==> config.mk <==
export PLATFORM = sky130hd
export DESIGN_NAME = puf_resp_collector
export DESIGN_NICKNAME = d
export VERILOG_FILES = /design/src/rtl/puf_resp_collector.sv
export SDC_FILE = /design/constraint.sdc
export NUM_CORES = 1
export LEC_CHECK = 0
export BUFFER_PORTS_ARGS = -buffer_cell sky130_fd_sc_hd__buf_2
export CORE_AREA = 4 4 196 198
export CTS_BUF_LIST = sky130_fd_sc_hd__clkbuf_8
export CTS_CLUSTER_DIAMETER = 150
export DETAILED_ROUTE_END_ITERATION = 8
export DIE_AREA = 0 0 200 202
export SKIP_CTS_REPAIR_TIMING = 1
export SYNTH_ARGS = -nofsm -noshare
export SYNTH_HDL_FRONTEND = slang
export SYNTH_SLANG_ARGS = --single-unit
==> constraint.sdc <==
create_clock -name i_Clk -period 1.79 [get_ports i_Clk]
set_clock_uncertainty 0.2 [all_clocks]
set_input_delay 0.2685 -clock i_Clk [delete_from_list [all_inputs] [get_ports i_Clk]]
set_output_delay 0.2685 -clock i_Clk [all_outputs]
set_load 0.01 [all_outputs]
==> src/rtl/puf_resp_collector.sv <==
//============================================================================
// puf_resp_collector : steps the 128:1 PUF mux, settles, majority-votes each
// bit and publishes a 128-bit response with its ones-count.   Rev 1.0
//============================================================================
`default_nettype none

module puf_resp_collector #(
  parameter int SETTLE_CYC = 2,
  parameter int VOTE_N     = 3
) (
  input  logic         i_Clk,
  input  logic         i_Rst,
  input  logic         i_Start,
  output logic [6:0]   o_Sel,
  input  logic         i_Q,
  output logic         o_Busy,
  output logic         o_Done,
  output logic [127:0] o_Resp,
  output logic [7:0]   o_Ones
);

  localparam int ACC_W = $clog2(VOTE_N + 1);
  localparam logic [ACC_W-1:0] c_VOTE_HALF   = ACC_W'(VOTE_N / 2);
  localparam logic [3:0]       c_SETTLE_LAST = 4'(SETTLE_CYC - 1);
  localparam logic [3:0]       c_VOTE_LAST   = 4'(VOTE_N - 1);

  typedef enum logic [2:0] {
    S_IDLE   = 3'd0,
    S_SETTLE = 3'd1,
    S_SAMPLE = 3'd2,
    S_STORE  = 3'd3,
    S_DONE   = 3'd4
  } state_t;

  state_t             state_q,  state_d;
  logic [6:0]         sel_q,    sel_d;
  logic [3:0]         cnt_q,    cnt_d;
  logic [ACC_W-1:0]   acc_q,    acc_d;
  logic [127:0]       shadow_q, shadow_d;
  logic [7:0]         pop_q,    pop_d;
  logic [127:0]       resp_q,   resp_d;
  logic [7:0]         ones_q,   ones_d;
  logic               w_vote_bit;

  always_comb begin
    state_d    = state_q;
    sel_d      = sel_q;
    cnt_d      = cnt_q;
    acc_d      = acc_q;
    shadow_d   = shadow_q;
    pop_d      = pop_q;
    resp_d     = resp_q;
    ones_d     = ones_q;
    w_vote_bit = (acc_q > c_VOTE_HALF);

    case (state_q)
      S_IDLE: begin
        sel_d = '0;
        cnt_d = '0;
        acc_d = '0;
        if (i_Start) begin
          shadow_d = '0;
          pop_d    = '0;
          state_d  = S_SETTLE;
        end
      end

      S_SETTLE: begin
        if (cnt_q == c_SETTLE_LAST) begin
          cnt_d   = '0;
          state_d = S_SAMPLE;
        end else begin
          cnt_d = cnt_q + 4'd1;
        end
      end

      S_SAMPLE: begin
        acc_d = acc_q + ACC_W'(i_Q);
        if (cnt_q == c_VOTE_LAST) begin
          cnt_d   = '0;
          state_d = S_STORE;
        end else begin
          cnt_d = cnt_q + 4'd1;
        end
      end

      S_STORE: begin
        shadow_d[sel_q] = w_vote_bit;
        pop_d           = pop_q + {7'd0, w_vote_bit};
        acc_d           = '0;
        // Publish on entry to DONE so the new result is visible with o_Done.
        if (sel_q == 7'd127) begin
          resp_d  = shadow_d;
          ones_d  = pop_d;
          state_d = S_DONE;
        end else begin
          sel_d   = sel_q + 7'd1;
          state_d = S_SETTLE;
        end
      end

      S_DONE: begin
        sel_d   = '0;
        state_d = S_IDLE;
      end

      default: begin
        state_d = S_IDLE;
      end
    endcase
  end

  always_ff @(posedge i_Clk) begin
    if (i_Rst) begin
      state_q  <= S_IDLE;
      sel_q    <= '0;
      cnt_q    <= '0;
      acc_q    <= '0;
      shadow_q <= '0;
      pop_q    <= '0;
      resp_q   <= '0;
      ones_q   <= '0;
    end else begin
      state_q  <= state_d;
      sel_q    <= sel_d;
      cnt_q    <= cnt_d;
      acc_q    <= acc_d;
      shadow_q <= shadow_d;
      pop_q    <= pop_d;
      resp_q   <= resp_d;
      ones_q   <= ones_d;
    end
  end

  assign o_Sel  = sel_q;
  assign o_Busy = (state_q == S_SETTLE) || (state_q == S_SAMPLE) || (state_q == S_STORE);
  assign o_Done = (state_q == S_DONE);
  assign o_Resp = resp_q;
  assign o_Ones = ones_q;

endmodule

`default_nettype wire

==> summary.txt <==
Outcome
  – Failing checks: negative setup slack
  – Status: complete, but fails checks

Critical path
  – Flop2flop setup slack: -0.19 ns
  – Required time of the critical path: 2.07 ns
  – Reg-to-Reg Start: o_Sel[2]$_SDFFE_PP0P_
  – Crit. End Element: flip-flop
  – CP Data Arrival Time: 2.26 ns
  – Crit. Startpoint: o_Sel[2]$_SDFFE_PP0P_
  – Crit path kind: reg2reg
  – Worst setup SP type: flip-flop
  – Worst r2r dst: o_Resp[17]$_SDFFE_PP0P_
  – Critical Path Fanout Max: 6
  – Worst Reg-to-Reg Cells: 7
  – CP endpoint: o_Resp[17]$_SDFFE_PP0P_

Logic synthesis
  – Synth Instances: 1240
  – Average cell area after synthesis: 9.68 sq um
  – Async set or reset register ratio after synthesis: 0%
  – Post-synthesis cell area: 12000 sq um
  – Synth Register Bits: 288
  – Synth Flop Type: dfxtp_1
  – Seq/Total Area, Yosys: 48.0%
  – Synth cell types: 58
  – Syn_nets: 1248
  – Post-synth top area share: 48.0%
  – Yosys top cell by area: dfxtp_1
  – Top post-synthesis cells by area: dfxtp_1 48%, mux2i_1 10%, o2bb2ai_1 9.0%, a211oi_1 6.8%, nor2_1 6.0%
  – Number of synthesis warnings: 0
  – Post-synth EDFFs: 0

Floorplan
  – CORE AREA: 36500 sq um
  – Effective utilization at floorplan: 32.9%
  – Die height: 202 um
  – Number of I/O pins: 149
  – Die area: 40400 sq um
  – Die X: 200 um
  – Site row count: 70

Power and ir drop
  – Seq pwr share: 50.4%
  – Sw Pwr: 3.11 mW
  – P_int: 9.64 mW
  – Clock power frac: 43.4%
  – Leak: 7.11 nW
  – Comb pwr share: 6.2%
  – Pwr/cell area: 659 nW/um^2
  – Sw Share: 24.4%
  – Worst vdd ir: 478 uV

STA
  – Fin crit share: 111%
  – Hold WS: 0.139 ns
  – PnR worst setup slack: -0.189 ns
  – Min Tclk post-route: 1.98 ns
  – Max Slew Vio Count: 0
  – Fmax: 0.505 GHz
  – Final setup violating endpoints: 253
  – Unrepaired setup endpoints after global routing: yes
  – Final Hold Vio Count: 0
  – Worst slew margin: 59.4%
  – Worst Tran Pin Value: 0.610 ns

Clock network
  – Clk root buf: clkbuf_8
  – CTS sink count: 288
  – Total CTS buffers: 48
  – Clock latency on the worst-skew pair: 0.58 ns
  – Clock-pin slew on the worst setup and hold paths: 0.06 ns
  – Clk buf depth: 3
  – # H-tree levels: 2
  – TritonCTS clock tree: done

GRT
  – Global Route Usage Sum: 16.3%
  – Initial antenna violation count: 0
  – Largest net degree at the start of global routing: 78
  – Grt total ovfl: 0
  – Number of global-route vias before repair: 9699
  – First-pass GRT wire length: 53500 um

Detailed routing
  – DRT Wirelength: 42900 um
  – Vias per inst: 5.33
  – Vias: 10900
  – Initial DRC count: 607
  – DRC: 0
  – ANT nets after route: 0
  – Routed length per placed instance: 21.0 um
  – First-pass detailed-route iteration total: 5

Layout
  – Fin util: 53.0%
  – # fillers: 2995
  – Layout cells sized above 1: 53.9%
  – Antenna Cells: 0
  – Nets: 1542
  – Area growth from synthesis to layout: 61.2%

Placed design
  – IO buf count: 148
  – GPL Wtd Cong: 0.803
  – Detail Placement HPWL: 22800 um

Run
  – Max-cap violations: 0

Hold path
  – Class of the worst hold path: in2reg
  – Worst hold start: i_Start
[kinds of logic (layout without fill, tap and decap cells)]
kind of cell | after synthesis | count (layout) | synth area share, %
AND/OR/NAND/NOR | 377 | 380 | 14.6
AO/OA/AOI/OAI | 309 | 309 | 21.0
flip-flops | 288 | 288 | 48.0
buffers and inverters | 132 | 458 | 5.18
multiplexers | 122 | 122 | 10.2
XOR/XNOR | 8 | 8 | 0.584
adder cells (fa/ha/maj) | 4 | 4 | 0.417
[sequential cells by signal, indices dropped and copies added, names as in the netlist]
signal    flops
o_Resp      128
shadow_q    128
o_Ones        8
pop_q         8
o_Sel         7
cnt_q         4
state_q       3
acc_q         2
[layout by cell type (no fill, tap or decap), types with 10 or more instances in the layout]
master | synthesis | routed
nor2_1 | 193 | 155
mux2i_2 | 0 | 57
nor2_4 | 0 | 31
dfxtp_4 | 0 | 10
buf_2 | 41 | 143
nand2_2 | 0 | 29
a211oi_1 | 109 | 52
dfxtp_1 | 288 | 277
o2bb2ai_1 | 123 | 33
nand2_4 | 0 | 24
inv_1 | 1 | 23
mux2i_4 | 0 | 43
mux2i_1 | 121 | 21
clkbuf_8 | 0 | 57
a211oi_2 | 17 | 74
nand2_1 | 113 | 60
o2bb2ai_2 | 0 | 66
buf_6 | 4 | 63
a21oi_1 | 18 | 18
clkbuf_16 | 0 | 30
o2bb2ai_4 | 0 | 24
buf_12 | 0 | 32
buf_4 | 12 | 86
[cell type report]
type / instances / area (sq um) / share of cell area, %
clock inverter: 28 / 113 / 0.582
clock buffer: 57 / 785 / 4.05
sequential: 288 / 5800 / 30.0
inverter: 1 / 3.75 / 0.0194
timing repair buffer: 372 / 3790 / 19.6
tap: 468 / 586 / 3.03
multi-input combinational: 823 / 8270 / 42.7
[synthesized netlist by cell type (3+ instances only)]
cell type / instances
xor2_1: 4
nand3b_1: 3
buf_6: 4
o2bb2ai_1: 123
nand2_1: 113
buf_4: 12
o22ai_1: 7
nor3b_1: 3
a311oi_1: 6
a21oi_1: 18
o21ai_0: 6
nor4b_4: 3
or3b_1: 3
clkbuf_1: 68
a31oi_1: 4
buf_2: 41
xnor2_1: 4
ha_1: 4
nor3_1: 8
and3_1: 8
buf_1: 6
a22oi_1: 3
a211oi_1: 109
or3_1: 3
a22o_1: 6
nor4bb_1: 6
a211oi_2: 17
mux2i_1: 121
dfxtp_1: 288
nand4b_1: 4
nand3_1: 6
and3b_1: 4
nor2_1: 193
[metal layers]
metal	up-vias	track usage (%)	part of all wire (%)
li1	5110	-	-
met4	0	4.44	2.8
met3	71	3.20	4.3
met1	5445	23.0	45
met5	-	0	0
met2	231	25.4	48
[power groups by stage]
stage	Clock [mW]	Combinational [mW]	Sequential, mW
6_report	5.54	0.795	6.42
5_1_grt	5.93	0.830	6.42
4_1_cts	5.62	0.411	6.43
3_5_place_dp	0	0.410	6.57
3_3_place_gp	0	0.404	6.57
2_1_floorplan	0	0.247	6.56
[metrics by stage]
stage / TNS [ns] / std cells / total power [mW] / worst slack (ns) / cell area, sq um
after floorplan: -0.0660 / 1240 / 6.81 / -0.0178 / 12100
final: -19.31 / 2037 / 12.8 / -0.189 / 19400
after detailed placement: -17.39 / 1853 / 6.98 / -0.179 / 14000
after global placement: -11.88 / 1853 / 6.97 / -0.168 / 14000
after global routing: -32.25 / 2037 / 13.2 / -0.272 / 19400
after CTS: -29.27 / 1938 / 12.5 / -0.525 / 14900
[how the worst min path moves through the flow]
stage | to | slack [ns] | cells after the start
after floorplan | o_Resp[122]$_SDFFE_PP0P_ | 0.23 | 2
after global placement | shadow_q[91]$_SDFFE_PP0P_ | 0.24 | 1
after detailed placement | shadow_q[89]$_SDFFE_PP0P_ | 0.25 | 1
after CTS | shadow_q[124]$_SDFFE_PP0P_ | -0.11 | 3
after global routing | pop_q[2]$_SDFFE_PP0P_ | 0.18 | 5
final | pop_q[2]$_SDFFE_PP0P_ | 0.14 | 5
[worst max-delay path, stage by stage (launching register included)]
cell,delay [ns]
dfxtp_4,0.36
buf_6,0.13
buf_6,0.12
nor3b_4,0.34
buf_6,0.23
nand2_4,0.07
mux2i_4,0.20
a211oi_2,0.22
Power figures use the tool's default switching activity.
